`config.mk`:
```
export PLATFORM = sky130hd
export DESIGN_NAME = polar_frozen_insert
export DESIGN_NICKNAME = d
export VERILOG_FILES = /design/src/rtl/polar_pkg.sv /design/src/rtl/polar_frozen_insert.sv
export SDC_FILE = /design/constraint.sdc
export NUM_CORES = 1
export LEC_CHECK = 0
export CAP_MARGIN = 0
export CORE_ASPECT_RATIO = 0.75
export CORE_UTILIZATION = 25
export CTS_BUF_LIST = sky130_fd_sc_hd__clkbuf_4
export CTS_CLUSTER_SIZE = 12
export DETAILED_ROUTE_END_ITERATION = 16
export SYNTH_ARGS = -nofsm -noshare
export SYNTH_HDL_FRONTEND = slang
export SYNTH_SLANG_ARGS = --single-unit
```
`constraint.sdc`:
```
create_clock -name clk -period 2.79 [get_ports clk]
set_input_delay 0.558 -clock clk [delete_from_list [all_inputs] [get_ports clk]]
set_output_delay 0.558 -clock clk [all_outputs]
set_load 0.01 [all_outputs]
```
`src/rtl/polar_pkg.sv`:
```
// Shared types and mask helpers for the polar frame-building path.
// Masks are passed right-aligned: u[i] of an n-bit mask sits at bit n-1-i.
package polar_pkg;

  localparam int POLAR_MAX_N = 1024;
  localparam logic [15:0] POLAR_MASK_16_8 = 16'hFE80;

  typedef enum logic {FILL, HOLD} fi_state_t;

  function automatic int count_info(input logic [POLAR_MAX_N-1:0] mask, input int n);
    logic [POLAR_MAX_N-1:0] m;
    int c;
    c = 0;
    for (int i = 0; i < n; i++) begin
      m = mask >> (n - 1 - i);
      if (!m[0]) c++;
    end
    return c;
  endfunction

  // u-index of the k-th information (unfrozen) position, ascending; -1 if absent
  function automatic int info_pos(input logic [POLAR_MAX_N-1:0] mask, input int n, input int k);
    logic [POLAR_MAX_N-1:0] m;
    int c;
    c = 0;
    for (int i = 0; i < n; i++) begin
      m = mask >> (n - 1 - i);
      if (!m[0]) begin
        if (c == k) return i;
        c++;
      end
    end
    return -1;
  endfunction

endpackage

```
`src/rtl/polar_frozen_insert.sv`:
```
// Purpose: serial info bits -> N-bit u vector with frozen positions held at 0.
// Latency: out_valid one cycle after the K-th accepted bit; in_ready one cycle after output accept.
// Backpressure: in_ready low while a frame is held; the frame stays stable until out_ready.
module polar_frozen_insert
  import polar_pkg::*;
#(
  parameter int              N           = 16,
  parameter int              K           = 8,
  parameter logic [0:N-1]    FROZEN_MASK = POLAR_MASK_16_8
) (
  input  logic         clk,
  input  logic         rst_n,
  input  logic         in_bit,
  input  logic         in_valid,
  input  logic         in_last,
  output logic         in_ready,
  output logic [0:N-1] output_bits,
  output logic         out_valid,
  input  logic         out_ready,
  output logic         frame_err
);

  localparam int KW = $clog2(K + 1);
  localparam int IW = $clog2(N);
  localparam logic [POLAR_MAX_N-1:0] MASK_EXT = POLAR_MAX_N'(FROZEN_MASK);
  localparam logic [KW-1:0] K_LAST = KW'(K - 1);

  if (count_info(MASK_EXT, N) != K) begin : g_bad_mask
    $fatal(1, "polar_frozen_insert: FROZEN_MASK zero count differs from K");
  end

  fi_state_t     state_q;
  logic [KW-1:0] k_q;
  logic [0:N-1]  u_q;
  logic [0:N-1]  u_d;
  logic          err_q;

  // Write-decode: slot k maps to the k-th information position; frozen bits are never targeted.
  always_comb begin
    u_d = u_q;
    for (int j = 0; j < K; j++) begin
      if (k_q == KW'(j)) u_d[IW'(info_pos(MASK_EXT, N, j))] = in_bit;
    end
  end

  always_ff @(posedge clk or negedge rst_n) begin
    if (!rst_n) begin
      state_q <= FILL;
      k_q     <= '0;
      u_q     <= '0;
      err_q   <= 1'b0;
    end else begin
      err_q <= 1'b0;
      case (state_q)
        FILL: begin
          if (in_valid) begin
            u_q <= u_d;
            if (k_q == K_LAST) begin
              k_q     <= '0;
              state_q <= HOLD;
              err_q   <= !in_last;
            end else if (in_last) begin
              k_q   <= '0;
              err_q <= 1'b1;
            end else begin
              k_q <= k_q + KW'(1);
            end
          end
        end
        HOLD: begin
          if (out_ready) state_q <= FILL;
        end
        default: state_q <= FILL;
      endcase
    end
  end

  assign in_ready    = (state_q == FILL);
  assign out_valid   = (state_q == HOLD);
  assign output_bits = u_q;
  assign frame_err   = err_q;

endmodule

```
Yosys cells after proc, flatten, opt, wreduce, memory -nomap -nowiden
Index checks and enable logic that the tools add are counted.

storage, ports and cells
  flip-flop bits (word level) = 22
  bits of input ports = 6
  output and inout port bits = 19
  logic and storage cells = 907

operators by class
  add/subtract/negate cells = 49
  order comparisons = 16
  eq/ne operators = 56
  muxes and demuxes = 755
  bitwise operators = 9
  reduce and logical (&&, ||, !) cells = 18

operators by type and width
  kind                     number
  $mux W32                 230
  $add A32 B2 Y32 const B  48
  $eq A32 B4 Y1 const B    28
  $mux W4                  172
  $eq A32 B3 Y1 const B    14
  $mux W1                  328
  $eq A32 B2 Y1 const B    7
  $logic_not A32 Y1        7
  $bwmux W16               8
  $mux W16                 8
  $ge A4 B5 Y1 const B     8
  $demux W1 S4             8
  $lt A4 B1 Y1 const B     8
  $not A4 Y4               8
  $eq A4 B3 Y1 const B     4
  $eq A4 B2 Y1 const B     2
  $logic_and A1 B1 Y1      8
  $add A4 B1 Y4 const B    1
  $eq A4 B1 Y1 const B     1
  $logic_not A4 Y1         1
  $pmux W1 S2              1
  $reduce_and A2 Y1        1
  $logic_not A1 Y1         1
  $not A1 Y1               1

Logic depth before layout (Yosys ltp)
Gate-level depths: netlist of run 1.

  word-level depth = 109
  depth in mapped cells = 4

Worst setup path after synthesis of run 1
OpenSTA, ideal clock, no wires.

  path type = input to register
  start = input port in_valid
  end = register u_q (netlist bit output_bits[7])
  library setup time = 0.128 ns
  data arrival time = 1.285 ns
  setup slack = 1.377 ns
  stages = 4
  buffers on the path = 1
  cell sequence = nand2b_4 -> buf_6 -> nor4b_4 -> mux2_1

on the way
  longest elaborated chain between the ends = 1

ends and longest elaborated chain
  element                      RTL line                   RTL
  start: declaration           polar_frozen_insert.sv:14  input logic in_valid,
  $reduce_and A2 Y1 (no line)  --
  end signal: assignment       polar_frozen_insert.sv:57  u_q <= u_d;
  end: declaration             polar_frozen_insert.sv:34  logic [0:N-1] u_q;

No other way between the ends.
A chain may end at the register's enable or synchronous reset.

Worst setup path after layout of run 1
  start = register state_q, in the netlist out_valid
  end = output port in_ready

on the way
  longest elaborated chain between the ends = 1

ends and longest elaborated chain
  element                   RTL line                   RTL
  start: declaration        polar_frozen_insert.sv:32  fi_state_t state_q;
  start signal: assignment  polar_frozen_insert.sv:48  state_q <= FILL;
  start signal: assignment  polar_frozen_insert.sv:60  state_q <= HOLD;
  start signal: assignment  polar_frozen_insert.sv:71  if (out_ready) state_q <= FILL;
  $not A1 Y1 (no line)      --
  end: declaration          polar_frozen_insert.sv:16  output logic in_ready,

No other way between the ends.

==> impl_metrics.toml, run 1 <==
[timing]
finalHoldViolCount = 0
drv_slew = 0
rsz0062_at_grt = "false"
finalSetupViolCount = 0
finalCritPeriodShare_pct = 65.9
max_freq_ghz = 0.544
fin_worst_skew_ps = 5.98
setup_ws_ps = 952
tns_ps = 0
period_needed_ps = 1840

[global_route]
grt_max_degree = 11
overflow = 0
met1_usage_pct = 8.68
grt_pass1_vias = 278
busiest_layer = "met2"
use_met2_pct = 13.1
grt_pass1_wl_mm = 1.19
track_usage_pct = 8.55
grt_use_met3_pct = 6.67
antenna_found_initial = 0

[setup_path]
path_class = "register to primary output"
end_kind = "primary output"
start_kind = "register"
crit_family = "buffers and inverters"
path_max_fanout = 4
cpPeakStageDelay_ps = 530
path_buf_inv = 2
r2r_setup_slack_ps = 1450
cp_cell_sequence = "inv_1 -> clkdlybuf4s50_1"
arrival_ps = 1280
reg2regPathDepth = 3
r2r_start = "out_valid"
slowest_stage = "clkdlybuf4s50_1"
crit_required_ps = 2230
reg2reg_to = "output_bits[7]"

[finish]
area_growth_pct = 15.0
seqCellArea_um2 = 175
fillers = 206
diodes = 0
stdcell_count = 83
final_util_pct = 32.2
final_layout_size_suffix_gt1_share_pct = 11.5
multi_input_area_um2 = 253
nets = 70

[power_and_ir_drop]
p_leak_nw = 0.273
peakVddDrop_mv = 0.236
powerDensity_mw_per_mm2 = 600
p_total_mw = 0.352

[floorplan]
initial_core_util_pct = 28.0
io_pins = 25
rows = 13
die_h_um = 41.1
die_w_um = 54.2
coreArea_mm2 = 0.00182
dieArea_mm2 = 0.00223

[clock_network]
cts_tree = "built"
cts_sinks = 7
h-tree-depth = 1
cts-root-buf = "clkbuf_4"
path_clk_slew_ps = 60
clk_path_buf_depth = 2
cts_buffers = 3
cts_resized = 0
postCtsSetupRepairBufs = 0
hold_buffers = 0
clkLatencyLatePin_ps = 260

[drt]
post_drt_wl_per_cell_um = 9.35
dr.first_iter.drc_count = 5
ant_nets = 0
drt_drc_violations_left = 0
vias_per_cell = 3.90
routed_wl_um = 776
num_vias = 324
firstDrtPassIters = 4

[synth]
yosysMostFrequentCell = "buf_4"
synth.top_cells.by_count = "15 x buf_4, 7 x dfrtp_1, 3 x inv_1, 3 x nand2_1, 3 x nand3b_1"
synth_cell_type_count = 22
syn_area_um2 = 510
synthCells = 50
async_reset_ff_share_pct = 100
synth_top_area_share_pct = 34.3
ys_seq_area_share_pct = 34.3
synth_ff_type = "dfrtp_1"
ys_ff_latch = 7
yosys_warnings = 0
yosys.area.top_type = "dfrtp_1"
syn_avg_cell_area_um2 = 10.2
synth_edf_count = 0
synth.area.top_cells = "dfrtp_1 34%, buf_4 22%, ha_1 4.9%"

[place]
dpl.cell_count = 79
numPortBuffers = 9
hpwl_um = 615
place_congestion = 0.649
pre_cts_slack_ps = 847

[min_path]
holdCritPathClass = "register to register"
hold-path-endpoint = "output_bits[7]"
whs_path_depth = 1
hold_start = "output_bits[7]"

[outcome]
status = "finished clean"

[job]
cap_violations = 0
==> stage by stage <==
stage	hold slack, ps	area [um2]
final	493	587
after floorplan	262	563
after global placement	467	557
after CTS	499	587
after detailed placement	488	557
after global routing	522	587
==> cell type report <==
cell class / count / area share, %
Tap cell: 22 / 4.69
Timing Repair Buffer: 9 / 15.4
Sequential cell: 7 / 29.9
Multi-Input combinational cell: 38 / 43.1
Inverter: 3 / 1.92
Clock buffer: 4 / 5.12
==> registers in the layout, indices dropped and copies added (netlist names) <==
signal and count:
output_bits 1, k_q 4, frame_err 1, out_valid 1
==> report_power, final <==
part           internal [mW]  switching [mW]
clock                 0.0645          0.0402
sequential             0.123          0.0271
combinational         0.0552          0.0421
total                  0.243           0.109
==> cells in the final DEF, fill, tap and decap left out, drive strengths merged, types with 2 or more instances in the layout <==
master / synthesis / layout
o21ai: 2 / 2
dfrtp: 7 / 7
inv: 3 / 3
nand3b: 3 / 3
conb: 1 / 15
nand2: 3 / 3
clkbuf: 0 / 4
ha: 2 / 2
clkdlybuf4s50: 0 / 9
==> per-layer routing <==
metal	part of all wire [%]	wire length (um)
met5	0	0
met4	0	0
met2	45	352
met1	46	354
met3	8.9	69
==> worst max-delay path by stage <==
stage / startpoint / endpoint / cells past startpoint
floorplan: in_valid / output_bits[7] / 4
global placement: in_valid / output_bits[7] / 4
detailed placement: in_valid / output_bits[7] / 4
CTS: out_valid / in_ready / 2
global route: out_valid / in_ready / 2
finish: out_valid / in_ready / 2
==> cell families after synthesis <==
kind of cell	Yosys count	share of synthesized area (%)
muxes	2	4.17
other	1	0.735
AOI/OAI and AO/OA	6	9.56
xor gates and xnor gates	1	1.72
adders and majority gates	2	4.90
DFF	7	34.3
and+or+nand+nor	12	18.1
buffers and inverters	19	26.5
Note: power is estimated with default switching activity, not from simulation.
==> inputs of run 2 (changes only) <==
==> constraint.sdc (replaced) <==
create_clock -name clk -period 1.83 [get_ports clk]
set_input_delay 0.366 -clock clk [delete_from_list [all_inputs] [get_ports clk]]
set_output_delay 0.366 -clock clk [all_outputs]
set_load 0.01 [all_outputs]
==> impl_metrics.toml, run 2 (same netlist as run 1, synthesis figures left out) <==
[setup_path]
path_max_fanout = 4
start_kind = "register"
critPathLaunch = "out_valid"
endpoint = "in_ready"
reg2reg_to = "output_bits[7]"
crit_required_ps = 1460
r2r_setup_slack_ps = 510
reg2regPathDepth = 3
r2r_start = "out_valid"
arrival_ps = 1280
path_class = "register to primary output"
end_kind = "primary output"

[global_route]
grt_max_degree = 11
track_usage_pct = 8.39
overflow = 0
antenna_found_initial = 0
grt_pass1_vias = 289
grt_pass1_wl_mm = 1.21

[timing]
finalHoldViolCount = 0
max_freq_ghz = 0.607
tns_ps = 0
finalSetupViolCount = 0
fin_worst_skew_ps = 2.63
rsz0062_at_grt = "false"
finalCritPeriodShare_pct = 90.0
hold_slack_ps = 386
setup_ws_ps = 184
drv_slew = 0
period_needed_ps = 1650

[power_and_ir_drop]
peakVddDrop_mv = 0.379
p_total_mw = 0.529
p_leak_nw = 0.273
powerDensity_mw_per_mm2 = 902

[clock_network]
cts_resized = 0
cts_sinks = 7
cts_tree = "built"
clk_path_buf_depth = 2
cts_buffers = 3
cts-root-buf = "clkbuf_4"
clkLatencyLatePin_ps = 250
hold_buffers = 0
h-tree-depth = 1
path_clk_slew_ps = 50
postCtsSetupRepairBufs = 0

[drt]
firstDrtPassIters = 4
post_drt_wl_per_cell_um = 9.00
drt_drc_violations_left = 0
ant_nets = 0
num_vias = 329
dr.first_iter.drc_count = 1
vias_per_cell = 3.96
routed_wl_um = 747

[finish]
nets = 70
area_growth_pct = 15.0
largest_reg_flops = 4
fin_area_um2 = 587
final_util_pct = 32.2
top_register = "k_q"
layout_commonest_cell = "conb_1"
stdcell_count = 83
diodes = 0
layout.cells.most_common_list = "15 x conb_1, 9 x clkdlybuf4s50_1, 7 x dfrtp_1"
final_layout_size_suffix_gt1_share_pct = 11.5

[place]
numPortBuffers = 9
pre_cts_slack_ps = 93.3
place_congestion = 0.664
hpwl_um = 588
placed_cell_area_um2 = 557
dpl.cell_count = 79

[floorplan]
rows = 13
coreArea_mm2 = 0.00182
dieArea_mm2 = 0.00223
die_h_um = 41.1
io_pins = 25
initial_core_util_pct = 28.0
die_w_um = 54.2

[outcome]
status = "finished clean"

[min_path]
holdCritPathClass = "input pin to asynchronous set/reset pin"

[job]
cap_violations = 0
## run 2: cell counts in the layout (fill, tap and decap cells not counted)
No cell type changed its count.
## run 2: where the power goes
group / total (mW) / internal (mW) / switching, mW
Combinational: 0.148 / 0.0842 / 0.0637
Clock: 0.154 / 0.0980 / 0.0561
Sequential: 0.227 / 0.188 / 0.0394
Total: 0.529 / 0.370 / 0.159
## run 2: metal layers
metal  global-route usage (%)  vias to the layer above  wire length (um)  share of wire, %
met2                     13.7                       15               327                44
li1                         -                      159                 -                 -
met1                     9.11                      155               342                46
met4                        0                        0                 0                 0
met3                     6.67                        0                77                10
met5                        0                        -                 0                 0
## run 2: final cells by class
type,instances,area (um2)
Sequential cell,7,175
Fill cell,198,1230
Tap cell,22,27.5
Timing Repair Buffer,9,90.1
Clock buffer,4,30.0
Multi-Input combinational cell,38,253
Inverter,3,11.3
## run 2: worst min path at each step
stage,start,to,cells past startpoint,slack [ps]
finish,rst_n,frame_err,1,390
global route,rst_n,frame_err,1,410
CTS,rst_n,frame_err,1,390
detailed placement,output_bits[7],output_bits[7],1,470
global placement,output_bits[7],output_bits[7],1,470
floorplan,rst_n,frame_err,0,70
## run 2: critical path, cell delays in order, from the launching register on
cell and delay [ps]:
dfrtp_1 400, inv_1 90, clkdlybuf4s50_1 540
==> inputs of run 3 (changes only) <==
--- a/config.mk
+++ b/config.mk
@@ -5,12 +5,13 @@
 export SDC_FILE = /design/constraint.sdc
 export NUM_CORES = 1
 export LEC_CHECK = 0
+export ABC_AREA = 1
 export CAP_MARGIN = 0
-export CORE_ASPECT_RATIO = 0.75
-export CORE_UTILIZATION = 25
+export CORE_UTILIZATION = 35
 export CTS_BUF_LIST = sky130_fd_sc_hd__clkbuf_4
 export CTS_CLUSTER_SIZE = 12
 export DETAILED_ROUTE_END_ITERATION = 16
+export PLACE_DENSITY = 0.71
 export SYNTH_ARGS = -nofsm -noshare
 export SYNTH_HDL_FRONTEND = slang
 export SYNTH_SLANG_ARGS = --single-unit
==> impl_metrics.toml, run 3 <==
[outcome]
status = "finished clean"

[setup_path]
crit_required_ps = 1460
path_max_fanout = 3
cp_cell_sequence = "inv_2 -> clkdlybuf4s50_1"
path_buf_inv = 2
arrival_ps = 1270
cpPeakStageDelay_ps = 530
start_kind = "register"
crit_family = "buffers and inverters"
end_kind = "primary output"
slowest_stage = "clkdlybuf4s50_1"
path_class = "register to primary output"

[synth]
synth_mux_area_share_pct = 0
syn_avg_cell_area_um2 = 7.84
synth-xor-area-share_pct = 0
yosysMostFrequentCell = "buf_4"
yosys_warnings = 0
async_reset_ff_share_pct = 100
synthCells = 64
yosys.area.top_type = "dfrtp_1"
synth_ff_type = "dfrtp_1"
synth_top_area_share_pct = 34.9
syn_area_um2 = 502
synth_compound_area_share_pct = 8.73
yosys.area_share.adder_pct = 4.99
synth_cell_type_count = 16
yosys.area_share.simple_pct = 20.2
synth.area.top_cells = "dfrtp_1 35%, buf_4 22%, nand2_1 6.0%"
synth.top_cells.by_count = "15 x buf_4, 8 x nand2_1, 7 x dfrtp_1, 7 x inv_1, 6 x nor2_1"
ys_seq_area_share_pct = 34.9
synth_top_family_by_area = "buffers and inverters"
synth_edf_count = 0
ys_ff_latch = 7

[power_and_ir_drop]
peakVddDrop_mv = 0.305
p_leak_nw = 0.299
powerDensity_mw_per_mm2 = 759
p_total_mw = 0.440

[finish]
top_register = "k_q"
layout.cells.most_common_list = "15 x conb_1, 9 x clkdlybuf4s50_1, 8 x nand2_1"
final_layout_size_suffix_gt1_share_pct = 13.2
area_growth_pct = 15.7
layout_commonest_cell = "conb_1"
nets = 85
stdcell_count = 91
diodes = 0
largest_reg_flops = 4
final_util_pct = 44.1

[drt]
drt_drc_violations_left = 0
dr.first_iter.drc_count = 10
routed_wl_um = 739
post_drt_wl_per_cell_um = 8.12
ant_nets = 0
num_vias = 369
firstDrtPassIters = 2
vias_per_cell = 4.05

[global_route]
grt_pass1_wl_mm = 1.01
antenna_found_initial = 0
grt_pass1_vias = 245
overflow = 0
grt_max_degree = 9
track_usage_pct = 10.6

[timing]
max_freq_ghz = 0.612
finalSetupViolCount = 0
finalCritPeriodShare_pct = 89.3
tns_ps = 0
setup_ws_ps = 196
rsz0062_at_grt = "false"
fin_worst_skew_ps = 5.06
period_needed_ps = 1630
finalHoldViolCount = 0
drv_slew = 0

[job]
cap_violations = 0

[place]
dpl.cell_count = 87
pre_cts_slack_ps = 457
numPortBuffers = 9
hpwl_um = 581
place_congestion = 0.846

[min_path]
holdCritPathClass = "input pin to asynchronous set/reset pin"

[clock_network]
hold_buffers = 0
clk_path_buf_depth = 2
clkLatencyLatePin_ps = 250
cts_tree = "built"
cts_buffers = 3
postCtsSetupRepairBufs = 0
cts-root-buf = "clkbuf_4"
cts_resized = 0
h-tree-depth = 1
cts_sinks = 7
path_clk_slew_ps = 50

[floorplan]
coreArea_mm2 = 0.00132
initial_core_util_pct = 38.1
die_w_um = 39.9
dieArea_mm2 = 0.00159
io_pins = 25
die_h_um = 39.9
rows = 13
run 3: changes by cell type after synthesis, moves of 2 or more:
cell      delta
inv_1        +4
nor2_1       +5
nand2_1      +5
o21ai_0      +4
nand3b_1     -3
nand2_4      +2
inv_2        +2
nand3_1      +3
run 3: kinds of logic after synthesis:
family,after synthesis
other,1
AO/OA/AOI/OAI,8
flip-flops,7
adder cells (fa/ha/maj),2
buffers and inverters,25
AND/OR/NAND/NOR,21
run 3: layout make-up:
type / count / area [um2]
repair buffers: 9 / 90.1
fillers: 141 / 737
clock buffers: 4 / 30.0
multi-input cells: 46 / 226
well taps: 15 / 18.8
flip-flops and latches: 7 / 175
inverters: 10 / 40.0
run 3: power by group:
group | internal, mW | total (mW) | switching, mW
sequential | 0.173 | 0.188 | 0.0148
combinational | 0.0434 | 0.0970 | 0.0536
clock | 0.0980 | 0.155 | 0.0572
run 3: per-stage QoR:
| stage | instance area, um2 | hold WS, ps |
|---|---|---|
| 2_1_floorplan | 554 | 70.4 |
| 3_3_place_gp | 551 | 482 |
| 3_5_place_dp | 551 | 481 |
| 4_1_cts | 581 | 379 |
| 5_1_grt | 581 | 378 |
| 6_report | 581 | 372 |
run 3: path summary, 6_finish.rpt:
path,start,end,slack [ps],cells past startpoint
min reg2reg,output_bits[7],output_bits[7],490,2
max reg2reg,k_q[1],k_q[1],740,6
max in group asynchronous,rst_n,k_q[1],1210,1
min in group clk,output_bits[7],output_bits[7],490,2
max,out_valid,in_ready,200,2
min,rst_n,out_valid,370,1
run 3: layer usage:
metal | global-route usage, % | wire [um] | share of wire [%]
met5 | 0 | 0 | 0
met4 | 7.76 | 0 | 0
met3 | 6.82 | 40 | 5.4
met2 | 13.3 | 346 | 47
met1 | 12.4 | 351 | 47
==> RTL change 1: new RTL, config.mk and constraints of run 2 <==
Register the output `frame_err` once more, with the module's reset; this adds one clock of latency there. The other outputs are not delayed to match.
--- a/src/rtl/polar_frozen_insert.sv
+++ b/src/rtl/polar_frozen_insert.sv
@@ -80,3 +80,9 @@
   assign output_bits = u_q;
-  assign frame_err   = err_q;
+  always_ff @(posedge clk or negedge rst_n) begin
+    if (!rst_n) begin
+      frame_err <= '0;
+    end else begin
+      frame_err <= err_q;
+    end
+  end
 
Check against the original RTL: not settled (the Yosys comparison gave no result); the edit may change what the design does.
==> RTL change 1 against run 2 <==
Cell area increased by 3.2%; power about the same; first-iteration DRC count increased to 7.0 times the old value; routed wire length increased by 12%; sequential cell count increased by 1; worst setup slack got worse by 0.032 ns; area after synthesis increased by 4.7%; sequential power increased by 8%; largest power group unchanged.
==> RTL change 1: results (changes against run 2) <==
stage	metric	value	unit	change
outcome	run status	completed		
placement	placed cell count	85		+7.6%
placement	placer congestion estimate	0.830		+25%
critical_path	Reg2Reg Setup Slack	0.43	ns	-0.08 ns
yosys	Cells after Synth	54		+8.0%
placement	DP Area	583	um^2	+4.7%
cells_and_area	layout filler cell count	215		+8.6%
pwr	Pleak	0.277	nW	+1.5%
global_route	vias in the first global route	295		+2.1%
pwr	Max IR drop VDD	0.000348	V	-8.3%
placement	post-place setup slack	0.0224	ns	-0.0709 ns
placement	Port Buf Inserts	9		unchanged
drt	via count	358		+8.8%
yosys	top_reg_cell synth	dfrtp_1		
cells_and_area	share of layout cells above drive strength 1	9.38	%	-2.1 points
cts	CTS Buf Count	3		unchanged
yosys	sequential area share after synthesis	37.5	%	+3.2 points
critical_path	RR Endpoint	output_bits[7]		
sta	Final Skew	0.00237	ns	-0.000264 ns
global_route	global-route wire length before repair	1440	um	+19%
global_route	largest net degree at the start of global routing	10		-1
drt	total wire length	834	um	+12%
yosys	Synth area leaders	dfrtp_1, buf_4, ha_1		
yosys	top cells by count, synth	buf_4, dfrtp_1, inv_1, nand2_1		
global_route	GRT Util Overall	8.90	%	+0.50 points
hold_path	Worst Hold Class	flop to flop		
sta	hold_ws	0.348	ns	-0.0380 ns
cells_and_area	layout net count	74		+5.7%
placement	Final HPWL DP	625	um	+6.4%
RTL change 1: worst max path at each step:
| stage | slack [ns] | cells after the start | start | end |
|---|---|---|---|---|
| global placement | 0.1 | 4 | in_valid | output_bits[7] |
| finish | 0.15 | 2 | out_valid | in_ready |
| CTS | 0.14 | 2 | out_valid | in_ready |
| floorplan | 0.44 | 4 | out_valid | output_bits[7] |
| detailed placement | 0.02 | 4 | in_valid | output_bits[7] |
| global route | 0.08 | 2 | out_valid | in_ready |
RTL change 1: cell families (layout without fill, tap and decap cells):
kind of cell               after synthesis  count (layout)  synth area share, %
and+or+nand+nor                         13              13                 16.6
AOI/OAI and AO/OA                        7               7                 10.1
adders and majority gates                2               2                 4.68
muxes                                    1               1                 2.11
other                                    1              15                0.702
xor gates and xnor gates                 1               1                 1.64
buffers and inverters                   21              17                 26.7
DFF                                      8               8                 37.5
RTL change 1: worst reg2reg max path, cell delays in order (launching register included):
cell	delay, ns
dfrtp_1	0.40
nand2b_4	0.20
nor4b_2	0.33
mux2_1	0.36
RTL change 1: cell type report:
cell class              instances  area share, %
clock buffers                   3           3.72
inverters                       5           3.10
multi-input cells              39           40.3
flip-flops and latches          8           33.1
well taps                      24           4.96
repair buffers                  9           14.9
RTL change 1: layer usage:
metal | vias to the layer above | global-route usage [%] | routed length [um]
met3 | 5 | 7.10 | 109
met4 | 0 | 6.00 | 30
met1 | 160 | 11.9 | 407
met2 | 22 | 8.92 | 287
met5 | - | 0 | 0
li1 | 171 | - | -
RTL change 1: power by group:
group	internal [mW]	total, mW	switching [mW]
sequential	0.210	0.245	0.0341
clock	0.0756	0.144	0.0682
combinational	0.0741	0.141	0.0667
==> RTL change 2: new RTL, config.mk and constraints of run 2 <==
Without the edit above. Reset style: synchronous (`rst_n`), changed in one clocked block.
--- a/src/rtl/polar_frozen_insert.sv
+++ b/src/rtl/polar_frozen_insert.sv
@@ -45,3 +45,3 @@
 
-  always_ff @(posedge clk or negedge rst_n) begin
+  always_ff @(posedge clk) begin
     if (!rst_n) begin
Function: not settled (the Yosys comparison gave no result); the edit may change what the design does.
==> RTL change 2 against run 2 <==
Worst setup slack gained 0.048 ns; cell area shrank 0.85%; highest routed layer is now met4; sequential cell count is the same; area after synthesis shrank 3.2%; via count grew 11%; routed wire length grew 8.8%; critical endpoint unchanged; critical path type unchanged.
Power is not compared: it rests on default switching activity, and its combinational part moved more than twofold at a synthesized area within 25%.
==> RTL change 2: results (changes against run 2) <==
stage	metric	value	unit	change
hold_path	Worst Hold Class	flop to flop		
yosys	sequential area share after synthesis	28.4	%	-6.0 points
critical_path	worst path arrival time	1.23	ns	-0.05 ns
yosys	Distinct cells, synth	24		+9.1%
placement	Final HPWL DP	621	um	+5.6%
cells_and_area	layout net count	76		+8.6%
drt	via count	365		+11%
drt	total wire length	813	um	+8.8%
placement	placed cell count	85		+7.6%
drt	WL met2	369	um	+13%
drt	initial drt markers	8		+7
cells_and_area	layout filler cell count	205		+3.5%
drt	Highest Signal Layer	met4		
yosys	Synth area leaders	dfxtp_1, buf_4, ha_1		
cells_and_area	share of layout cells above drive strength 1	13.4	%	+2.0 points
outcome	run status	completed		
yosys	mux cell area share after synthesis	2.03	%	-2.1 points
global_route	largest net degree at the start of global routing	9		-2
yosys	Synth async-reset ratio	0	%	-100 points
yosys	Mean Syn Cell Area	8.99	um^2	-12%
yosys	top_reg_cell synth	dfxtp_1		
global_route	vias in the first global route	280		-3.1%
global_route	global-route wire length before repair	1260	um	+4.6%
yosys	top cells by count, synth	buf_4, dfxtp_1, nand2_1, inv_1		
drt	DR vias/cell	4.10		+3.5%
global_route	GRT Util Overall	9.21	%	+0.82 points
yosys	Post-Synth XOR/XNOR Area	1.77	%	+0.056 points
sta	Final Skew	0.00330	ns	+0.000666 ns
yosys	post-synthesis adder-cell area fraction	5.06	%	+0.16 points
==> RTL change 2: changes by cell type after synthesis, moves of 2 or more <==
cell / delta
dfrtp_1: -7
dfxtp_1: +7
a21boi_0: +2
a21boi_1: +2
nand3b_1: -2
nor3b_2: +2
o21ai_0: +2
o21ai_1: -2
==> RTL change 2: critical path, delay by kind of cell, from the launching register on <==
kind                   cells  cell delay, ns
buffers and inverters      2            0.64
flip-flops                 1            0.34
==> RTL change 2: stage by stage <==
step	utilization [%]	worst slack (ns)	instance area, um^2	total power [mW]	hold slack, ns
floorplan	-	0.745	547	0.219	0.469
global placement	30.8	0.262	552	0.218	0.449
detailed placement	30.8	0.203	552	0.219	0.449
CTS	32.5	0.220	582	0.380	0.462
global route	32.5	0.181	582	0.396	0.495
finish	32.5	0.232	582	0.371	0.458
==> RTL change 2: final cells by class <==
| type | instances | share of cell area [%] |
|---|---|---|
| Inverter | 3 | 1.94 |
| Timing Repair Buffer | 9 | 15.5 |
| Clock buffer | 4 | 5.16 |
| Multi-Input combinational cell | 44 | 48.6 |
| Sequential cell | 7 | 24.1 |
| Tap cell | 22 | 4.73 |
==> RTL change 2: layer usage <==
layer / vias up / GRT usage [%]
met3: 2 / 7.95
met1: 167 / 10.3
li1: 180 / -
met4: 0 / 1.97
met2: 16 / 13.1
met5: - / 0
==> RTL change 2: path summary, 6_finish.rpt <==
check            startpoint  slack [ns]  depth (start not counted)              to
max reg2reg          k_q[1]        0.61                          4       frame_err
max               out_valid        0.23                          2        in_ready
min          output_bits[7]        0.46                          2  output_bits[7]
min reg2reg  output_bits[7]        0.46                          2  output_bits[7]
